--- src/rtl/cpu_bus_defs.sv ---
// Shared bus widths, arbiter state encodings and grant codes for the CPU memory arbiter.
// The state encoding is chosen so that a grant state's value equals its one-hot grant code.
package cpu_bus_defs;

   localparam int WB_AW = 32;
   localparam int WB_DW = 16;
   localparam int WB_SW = 2;

   typedef enum logic [1:0] {
      ST_IDLE  = 2'b00,
      ST_GNT_I = 2'b01,
      ST_GNT_D = 2'b10
   } arb_state_t;

   localparam logic [1:0] GNT_NONE = 2'b00;
   localparam logic [1:0] GNT_I    = 2'b01;
   localparam logic [1:0] GNT_D    = 2'b10;

   localparam logic LAST_I = 1'b0;
   localparam logic LAST_D = 1'b1;

   // Pick the next grant from IDLE; round-robin hands a tie to whoever did not go last.
   function automatic arb_state_t arb_pick(input logic im_req, input logic dm_req,
                                           input logic last_gnt, input logic data_prio);
      arb_state_t pick;
      pick = ST_IDLE;
      if (im_req && dm_req)
         pick = (data_prio || (last_gnt == LAST_I)) ? ST_GNT_D : ST_GNT_I;
      else if (dm_req)
         pick = ST_GNT_D;
      else if (im_req)
         pick = ST_GNT_I;
      return pick;
   endfunction

endpackage

--- src/rtl/wb_watchdog.sv ---
// Bus watchdog: counts strobed cycles without a slave response and flags the one that
// reaches TIMEOUT-1, so a hung slave cycle can be failed back to its master.
module wb_watchdog #(
   parameter int TIMEOUT = 255
) (
   input  logic clk_i,
   input  logic rst_i,
   input  logic clear_i,
   input  logic count_i,
   output logic expired_o
);

   localparam int CW = $clog2(TIMEOUT);
   localparam logic [CW-1:0] LAST_CNT = CW'(TIMEOUT - 1);

   logic [CW-1:0] r_cnt;

   assign expired_o = count_i && (r_cnt == LAST_CNT);

   always_ff @(posedge clk_i) begin
      if (rst_i || clear_i || expired_o)
         r_cnt <= '0;
      else if (count_i)
         r_cnt <= r_cnt + 1'b1;
   end

endmodule

--- src/rtl/cpu_mem_arbiter.sv ---
// Shares one Wishbone classic port between the icache refill master and the data master:
// grant FSM, slave-side output mux, ack/err steering and hung-cycle watchdog.
module cpu_mem_arbiter
   import cpu_bus_defs::*;
#(
   parameter int TIMEOUT       = 255,
   parameter int DATA_PRIORITY = 1
) (
   input  logic             clk_i,
   input  logic             rst_i,
   input  logic [WB_AW-1:0] im_adr_i,
   input  logic [WB_SW-1:0] im_sel_i,
   input  logic             im_cyc_i,
   input  logic             im_stb_i,
   output logic [WB_DW-1:0] im_dat_o,
   output logic             im_ack_o,
   output logic             im_err_o,
   input  logic [WB_AW-1:0] dm_adr_i,
   input  logic [WB_DW-1:0] dm_dat_i,
   input  logic [WB_SW-1:0] dm_sel_i,
   input  logic             dm_we_i,
   input  logic             dm_cyc_i,
   input  logic             dm_stb_i,
   output logic [WB_DW-1:0] dm_dat_o,
   output logic             dm_ack_o,
   output logic             dm_err_o,
   output logic [WB_AW-1:0] wb_adr_o,
   output logic [WB_DW-1:0] wb_dat_o,
   output logic [WB_SW-1:0] wb_sel_o,
   output logic             wb_we_o,
   output logic             wb_cyc_o,
   output logic             wb_stb_o,
   input  logic [WB_DW-1:0] wb_dat_i,
   input  logic             wb_ack_i,
   input  logic             wb_err_i,
   output logic [1:0]       gnt_o
);

   arb_state_t r_state;
   arb_state_t w_state_next;
   logic       r_last_gnt;
   logic       w_last_gnt_next;

   logic w_im_req;
   logic w_dm_req;
   logic w_sel_i;
   logic w_sel_d;
   logic w_mst_cyc;
   logic w_mst_stb;
   logic w_wd_count;
   logic w_wd_clear;
   logic w_expired;

   assign w_im_req = im_cyc_i & im_stb_i;
   assign w_dm_req = dm_cyc_i & dm_stb_i;
   assign w_sel_i  = (r_state == ST_GNT_I);
   assign w_sel_d  = (r_state == ST_GNT_D);

   // A master dropping cyc while granted aborts: nothing reaches the slave that cycle.
   assign w_mst_cyc = (w_sel_i & im_cyc_i) | (w_sel_d & dm_cyc_i);
   assign w_mst_stb = (w_sel_i & im_cyc_i & im_stb_i) | (w_sel_d & dm_cyc_i & dm_stb_i);

   assign w_wd_count = w_mst_stb & ~wb_ack_i & ~wb_err_i;
   assign w_wd_clear = (r_state == ST_IDLE) | wb_ack_i | wb_err_i;

   wb_watchdog #(
      .TIMEOUT (TIMEOUT)
   ) u_watchdog (
      .clk_i     (clk_i),
      .rst_i     (rst_i),
      .clear_i   (w_wd_clear),
      .count_i   (w_wd_count),
      .expired_o (w_expired)
   );

   always_ff @(posedge clk_i) begin
      if (rst_i) begin
         r_state    <= ST_IDLE;
         r_last_gnt <= LAST_D;
      end else begin
         r_state    <= w_state_next;
         r_last_gnt <= w_last_gnt_next;
      end
   end

   always_comb begin
      w_state_next    = r_state;
      w_last_gnt_next = r_last_gnt;
      case (r_state)
         ST_IDLE:
            w_state_next = arb_pick(w_im_req, w_dm_req, r_last_gnt, DATA_PRIORITY != 0);
         ST_GNT_I:
            if (!im_cyc_i || w_expired) begin
               w_state_next    = ST_IDLE;
               w_last_gnt_next = LAST_I;
            end
         ST_GNT_D:
            if (!dm_cyc_i || w_expired) begin
               w_state_next    = ST_IDLE;
               w_last_gnt_next = LAST_D;
            end
         default:
            w_state_next = ST_IDLE;
      endcase
   end

   always_comb begin
      im_dat_o = '0;
      im_ack_o = 1'b0;
      im_err_o = 1'b0;
      dm_dat_o = '0;
      dm_ack_o = 1'b0;
      dm_err_o = 1'b0;
      wb_adr_o = '0;
      wb_dat_o = '0;
      wb_sel_o = '0;
      wb_we_o  = 1'b0;
      wb_cyc_o = 1'b0;
      wb_stb_o = 1'b0;
      gnt_o    = GNT_NONE;
      if (!rst_i) begin
         if (w_sel_i) begin
            wb_adr_o = im_adr_i;
            wb_sel_o = im_sel_i;
         end else if (w_sel_d) begin
            wb_adr_o = dm_adr_i;
            wb_dat_o = dm_dat_i;
            wb_sel_o = dm_sel_i;
            wb_we_o  = dm_we_i;
         end
         // An expiring cycle is withdrawn from the slave and failed back to the master.
         wb_cyc_o = w_mst_cyc & ~w_expired;
         wb_stb_o = w_mst_stb & ~w_expired;
         gnt_o    = {w_sel_d, w_sel_i};
         if (w_sel_i || w_sel_d) begin
            im_dat_o = wb_dat_i;
            dm_dat_o = wb_dat_i;
         end
         im_ack_o = w_sel_i & w_mst_cyc & wb_ack_i;
         im_err_o = w_sel_i & w_mst_cyc & (wb_err_i | w_expired);
         dm_ack_o = w_sel_d & w_mst_cyc & wb_ack_i;
         dm_err_o = w_sel_d & w_mst_cyc & (wb_err_i | w_expired);
      end
   end

endmodule

--- config.mk ---
export PLATFORM = sky130hd
export DESIGN_NAME = cpu_mem_arbiter
export DESIGN_NICKNAME = d
export VERILOG_FILES = /design/src/rtl/cpu_bus_defs.sv /design/src/rtl/wb_watchdog.sv /design/src/rtl/cpu_mem_arbiter.sv
export SDC_FILE = /design/constraint.sdc
export NUM_CORES = 1
export LEC_CHECK = 0
export CORE_MARGIN = 2
export CORE_UTILIZATION = 24
export CTS_BUF_LIST = sky130_fd_sc_hd__clkbuf_4 sky130_fd_sc_hd__clkbuf_8
export CTS_CLUSTER_DIAMETER = 120
export CTS_CLUSTER_SIZE = 12
export DETAILED_ROUTE_END_ITERATION = 10
export HOLD_SLACK_MARGIN = 0.08
export PLACE_DENSITY_LB_ADDON = 0.25
export SKIP_CTS_REPAIR_TIMING = 1
export SLEW_MARGIN = 20
export SYNTH_ARGS = -nofsm -noshare
export SYNTH_HDL_FRONTEND = slang
export SYNTH_SLANG_ARGS = --single-unit
--- constraint.sdc ---
create_clock -name clk_i -period 2.05 [get_ports clk_i]
set_clock_uncertainty 0.1 [all_clocks]
set_input_delay 0.41 -clock clk_i [delete_from_list [all_inputs] [get_ports clk_i]]
set_output_delay 0.41 -clock clk_i [all_outputs]
set_load 0.005 [all_outputs]
==> run_results.csv, run 1 <==
group,metric,value,unit
pwr,netSwitchingFraction,0.248,
floorplan,initial_utilization,0.248,
finish,nNetsFinal,536,
pwr,p_int,0.000726,W
sta,slew_viol_final,0,
sta,tightest_slew,0.330,ns
synth,postSynthCellCount,178,
synth,ys_warn_count,0,
route,vias_per_cell,4.94,
pwr,comb_power_share,0.531,
sta,hold_viol,0,
synth,syn_area,0.00136,mm2
route,firstDrtPassIters,4,
placed_design,port_buffers,199,
grt,track_usage,0.206,
synth,synth_top_area_frac,0.219,
placed_design,hpwlAfterDp,5810,um
floorplan,die-width,79.2,um
critical_path,cp_top_family,"buffers and inverters",
clock_tree,clock-sinks,10,
grt,grt_pass1_vias,2123,
critical_path,critical_path_class,"reg2out",
critical_path,cp.required,1.54,ns
grt,grt_pass1_wl,10300,um
pwr,switchingPower,0.000239,W
placed_design,globalplace.congestion,0.856,
sta,fin_tns_setup,-8.05,ns
floorplan,die_h,79.2,um
sta,timing.final.crit_period,2.29,ns
critical_path,cp_common_cell,"buf_6",
sta,fin_ws,-0.242,ns
sta,fmaxAchievable,0.436,GHz
clock_tree,cts_buffer_depth,2,
clock_tree,clock_latency,0.24,ns
pwr,power_frac_clock,0.263,
sta,setup_violations,69,
route,wl_per_cell,17.5,um
floorplan,num_rows,27,
sta,rsz0062_at_grt,"true",
route,drt-total-wl,8640,um
critical_path,critPathCaptureType,"output pin",
pwr,p_leak,2.04,nW
pwr,irDropWorstVdd,0.000254,V
finish,syn_to_final_growth,209,%
clock_tree,cts_tree,"built",
status,status,"finished, violations left",
sta,maxSlewHeadroom,0.780,
grt,antenna_found_initial,0,
clock_tree,cts.reportedPaths.clkPinSlew,0.05,ns
synth,synth_edf_count,0,
critical_path,critPathMaxStageDelay,0.36,ns
synth,synth_cell_types,37,
grt,grt-ovfl-total,0,
floorplan,pin_count,200,
finish,layout-drive-gt1-share,0.496,
worst_hold_path,min_path_type,"reg2reg",
synth,synth_top_area_cell,"a22o_1",
synth,synth_area_leaders,"a22o_1 22%, and2_1 16%, dfxtp_1 15%",
pwr,power_frac_seq,0.206,
route,route.detailed.drc,0,
critical_path,crit_slowest_cell,"dfxtp_2",
synth,ys_async_sr_fraction,0,
synth,syn_nets,292,
sta,hold_ws,0.400,ns
synth,yosysSeqAreaShare,0.147,
route,postRouteAntennaNets,0,
sta,period_share,1.12,
finish,diodes,0,
pwr,power_density,230,mW/mm2
critical_path,critPathLaunchType,"flip-flop",
clock_tree,root_buffer,"clkbuf_8",
critical_path,cp_num_buf_inv,6,
job,cap_violations,0,
clock_tree,numCtsBuffers,3,
critical_path,critPathArrivalTime,1.78,ns
grt,grt_max_degree,52,
critical_path,cp_cell_sequence,"inv_4 -> ha_4 -> nand2b_4 -> nor2_4 -> buf_12 -> buf_6 -> buf_6 -> clkbuf_16 -> a22o_1 -> buf_2",
floorplan,die_area,0.00628,mm2
status,violations,"setup timing",
synth,ys_ff_latch,10,
critical_path,path_max_fanout,7,
clock_tree,h-tree-depth,1,
synth,avgSynthCellArea,7.63,um2
route,drtIter0Drc,58,
synth,ys.flop_type,"dfxtp_1",
route,num_vias,2437,
floorplan,fp.coreArea,0.00547,mm2
-- metrics by stage --
stage	worst slack, ns	instance area, um2	std cells	util	total power, W
after floorplan	0.174	1360	178	-	0.000294
after global placement	-0.556	3550	455	0.648	0.000615
after detailed placement	-0.573	3550	455	0.648	0.000619
after CTS	-0.574	3600	459	0.658	0.000874
after global routing	-0.303	4190	493	0.766	0.00102
final	-0.242	4190	493	0.766	0.000965
-- state kept, by name, indices dropped and copies added (netlist names) --
| signal | cells |
|---|---|
| r_state | 2 |
| u_watchdog.r_cnt | 8 |
-- tightest hold or removal path, cell delays in order (launching register included) --
cell and delay [ns]:
dfxtp_1 0.32, o41ai_1 0.07, a21oi_1 0.06
-- cell type report --
class	instances	area, um2
repair buffers	265	2620
fillers	403	1280
multi-input cells	135	1190
flip-flops and latches	10	205
well taps	72	90.1
clock buffers	4	55.1
inverters	7	38.8
-- cells by family after synthesis --
| kind of cell | share of synthesized area |
|---|---|
| buffers and inverters | 0.139 |
| AOI/OAI and AO/OA | 0.347 |
| DFF | 0.147 |
| and+or+nand+nor | 0.288 |
| adders and majority gates | 0.0460 |
| xor gates and xnor gates | 0.0322 |
-- synth_stat cells, types with 3 or more instances --
cell type,number
nand2b_1,3
clkbuf_1,6
a22o_1,34
nand2_1,3
ha_1,5
nand3_1,6
xor2_1,3
inv_1,6
buf_4,16
and2_1,34
a21oi_1,5
dfxtp_1,10
nor3_1,3
nor2_1,13
buf_2,4
-- layer usage --
| metal | vias to the layer above | track usage | share of wire |
|---|---|---|---|
| met1 | 1148 | 0.217 | 0.34 |
| met3 | 24 | 0.0602 | 0.095 |
| li1 | 1122 | - | - |
| met2 | 143 | 0.389 | 0.53 |
| met5 | - | 0 | 0 |
| met4 | 0 | 0.0638 | 0.031 |
-- placed cells by master (no fill, tap or decap), drive strengths merged, types with 3 or more instances in the layout --
master	count
buf	119
clkdlybuf4s50	103
a22o	34
and2	34
clkbuf	34
dlymetal6s2s	13
nor2	13
dfxtp	10
inv	7
nand3	6
a21oi	5
ha	5
xor2	3
nand2b	3
nor3	3
o21ai	3
nand2	3
-- power groups by stage --
stage | logic, W | clock network (W) | registers, W
after CTS | 0.000420 | 0.000257 | 0.000197
after global placement | 0.000413 | 0 | 0.000201
after floorplan | 0.0000927 | 0 | 0.000201
after detailed placement | 0.000417 | 0 | 0.000201
final | 0.000513 | 0.000254 | 0.000199
after global routing | 0.000543 | 0.000275 | 0.000199
-- worst paths after layout --
kind / start / endpoint / slack, ns / cells after the start
hold / removal: u_watchdog.r_cnt[7] / u_watchdog.r_cnt[7] / 0.40 / 2
hold reg to reg: u_watchdog.r_cnt[7] / u_watchdog.r_cnt[7] / 0.40 / 2
setup / recovery: r_state[0] / wb_adr_o[29] / -0.24 / 10
setup reg to reg: r_state[0] / u_watchdog.r_cnt[1] / 0.06 / 9
Note: power is estimated with default switching activity, not from simulation.
==> run 2, diff against run 1 <==
Settings changed: CORE_AREA set to 2 2 76 78, CORE_MARGIN 2 to unset, CORE_UTILIZATION 24 to unset, DIE_AREA set to 0 0 78 80, DONT_BUFFER_PORTS set to 1.
==> run 2 against run 1 <==
The flow now finishes without violations. Worst hold slack got worse by 0.26 ns. Final cell count decreased by 51%. Combinational power fell by 75%. Sequential cell count stayed put. Via count shrank 42%. First-iteration DRC count shrank 22%.
==> run_results.csv, run 2 (synthesis gave the netlist of run 1 again) <==
group,metric,value,unit
status,status,"complete, no violations",
sta,setup_violations,0,
critical_path,critPathMaxStageDelay,0.40,ns
pwr,netSwitchingFraction,0.275,
critical_path,critPathLaunchType,"flip-flop",
route,firstDrtPassIters,4,
route,drtIter0Drc,45,
floorplan,pin_count,200,
clock_tree,cts_buffer_depth,2,
worst_hold_path,min_path_type,"in2reg",
finish,final_cell_mix,"33 x a22o_1, 30 x and2_1, 11 x nor2_1, 10 x buf_4",
critical_path,cp_top_family,"simple AND/OR/NAND/NOR gates",
grt,grt-ovfl-total,0,
sta,maxSlewHeadroom,0.794,
pwr,power_frac_clock,0.383,
critical_path,critPathCaptureType,"output pin",
critical_path,cp_num_buf_inv,0,
grt,antenna_found_initial,0,
finish,layout-drive-gt1-share,0.278,
placed_design,globalplace.congestion,0.815,
clock_tree,h-tree-depth,1,
placed_design,hpwlAfterDp,4090,um
finish,diodes,0,
placed_design,port_buffers,0,
pwr,p_leak,0.565,nW
grt,grt_pass1_wl,6210,um
finish,nNetsFinal,285,
clock_tree,numCtsBuffers,3,
route,drt-total-wl,5390,um
floorplan,die-width,78,um
pwr,comb_power_share,0.239,
route,postRouteAntennaNets,0,
worst_hold_path,holdPathStages,1,
critical_path,crit_slowest_cell,"dfxtp_1",
critical_path,path_max_fanout,4,
sta,rsz0062_at_grt,"true",
pwr,p_int,0.000383,W
sta,fin_ws,0.0629,ns
sta,fmaxAchievable,0.503,GHz
placed_design,pre_cts_slack,0.0662,ns
sta,hold_viol,0,
floorplan,num_rows,27,
pwr,switchingPower,0.000145,W
pwr,power_frac_seq,0.377,
finish,layout_commonest_cell,"a22o_1",
worst_hold_path,min_from,"rst_i",
clock_tree,clock_latency,0.23,ns
clock_tree,cts_tree,"built",
pwr,power_density,324,mW/mm2
critical_path,reg2reg_from,"r_state[1]",
sta,tightest_slew,0.307,ns
clock_tree,clock-sinks,10,
critical_path,cp_cell_sequence,"nand4_1 -> nor2_4 -> a31oi_2 -> nor3_2",
pwr,irDropWorstVdd,0.000294,V
floorplan,die_h,80,um
critical_path,r2r_cells,6,
finish,largest_reg_flops,8,
route,vias_per_cell,5.87,
sta,period_share,0.969,
clock_tree,root_buffer,"clkbuf_8",
pwr,power,0.000528,W
sta,timing.final.crit_period,1.99,ns
worst_hold_path,min_to,"r_state[0]",
grt,grt_pass1_vias,1111,
route,wl_per_cell,22.4,um
critical_path,cp.required,1.54,ns
finish,top_regs,"u_watchdog.r_cnt (8), r_state (2)",
critical_path,r2r_end,"u_watchdog.r_cnt[7]",
floorplan,die_area,0.00624,mm2
floorplan,initial_utilization,0.251,
sta,slew_viol_final,0,
sta,hold_ws,0.136,ns
finish,syn_to_final_growth,19.9,%
clock_tree,cts.reportedPaths.clkPinSlew,0.05,ns
sta,fin_tns_setup,0,ns
floorplan,fp.coreArea,0.00541,mm2
grt,grt_max_degree,52,
critical_path,rrSetupSlack,0.23,ns
route,num_vias,1415,
job,cap_violations,0,
route,route.detailed.drc,0,
critical_path,critical_path_class,"reg2out",
critical_path,critPathArrivalTime,1.48,ns
grt,track_usage,0.131,
finish,regMostFlops,"u_watchdog.r_cnt",
[run 2: cell types whose count changed in the layout (fill, tap and decap cells not counted), moves of 13 or more]
cell / previous run / this run
clkdlybuf4s50_1: 103 / 0
buf_6: 53 / 0
and2_4: 30 / 3
and2_1: 4 / 30
buf_2: 24 / 0
buf_4: 33 / 10
clkbuf_2: 23 / 0
dlymetal6s2s_1: 13 / 0
[run 2: stage by stage]
| step | area, um2 | cells | util |
|---|---|---|---|
| 6_report | 1630 | 241 | 0.301 |
| 5_1_grt | 1630 | 241 | 0.301 |
| 4_1_cts | 1410 | 236 | 0.261 |
| 3_5_place_dp | 1370 | 233 | 0.253 |
| 3_3_place_gp | 1370 | 233 | 0.253 |
| 2_1_floorplan | 1360 | 178 | - |
[run 2: area by class of cell]
cell class,instances,area [um2]
fill,584,3780
multi-input combinational,135,1100
clock buffer,3,41.3
timing repair buffer,14,165
tap,72,90.1
sequential,10,206
inverter,7,26.3
[run 2: worst register-to-register path: stages (launching register included)]
cell and delay (ns):
dfxtp_2 0.33, inv_2 0.08, ha_4 0.18, and3_1 0.24
o21ai_1 0.14, or4b_1 0.53, a21oi_1 0.15
[run 2: layer usage]
| metal | wire length (um) | part of all wire | global-route usage | vias up |
|---|---|---|---|---|
| met5 | 0 | 0 | 0 | - |
| met4 | 59 | 0.011 | 0.0456 | 0 |
| li1 | - | - | - | 621 |
| met3 | 687 | 0.13 | 0.0566 | 6 |
| met2 | 2730 | 0.51 | 0.219 | 125 |
| met1 | 1910 | 0.35 | 0.149 | 663 |
[run 2: power groups by stage]
stage                     combinational (W)  clock [W]  sequential, W
after floorplan                   0.0000927          0       0.000201
after global placement             0.000102          0       0.000201
after detailed placement           0.000102          0       0.000201
after CTS                          0.000102   0.000207       0.000198
after global routing               0.000137   0.000217       0.000199
final                              0.000127   0.000203       0.000199
[run 2: worst max-delay path by stage]
stage,from,end,slack [ns],depth (start not counted)
global route,u_watchdog.r_cnt[0],dm_err_o,-0.02,6
floorplan,r_state[0],im_dat_o[10],0.17,6
global placement,r_state[0],u_watchdog.r_cnt[1],0.08,6
CTS,r_state[0],dm_err_o,-0.19,6
finish,u_watchdog.r_cnt[3],dm_err_o,0.06,4
detailed placement,r_state[0],u_watchdog.r_cnt[1],0.07,6
==> run 3, diff against run 2 <==
Settings changed: CAP_MARGIN set to 5.
==> results of run 3 <==
The final DEF is identical to that of run 2; final timing and power are the same.
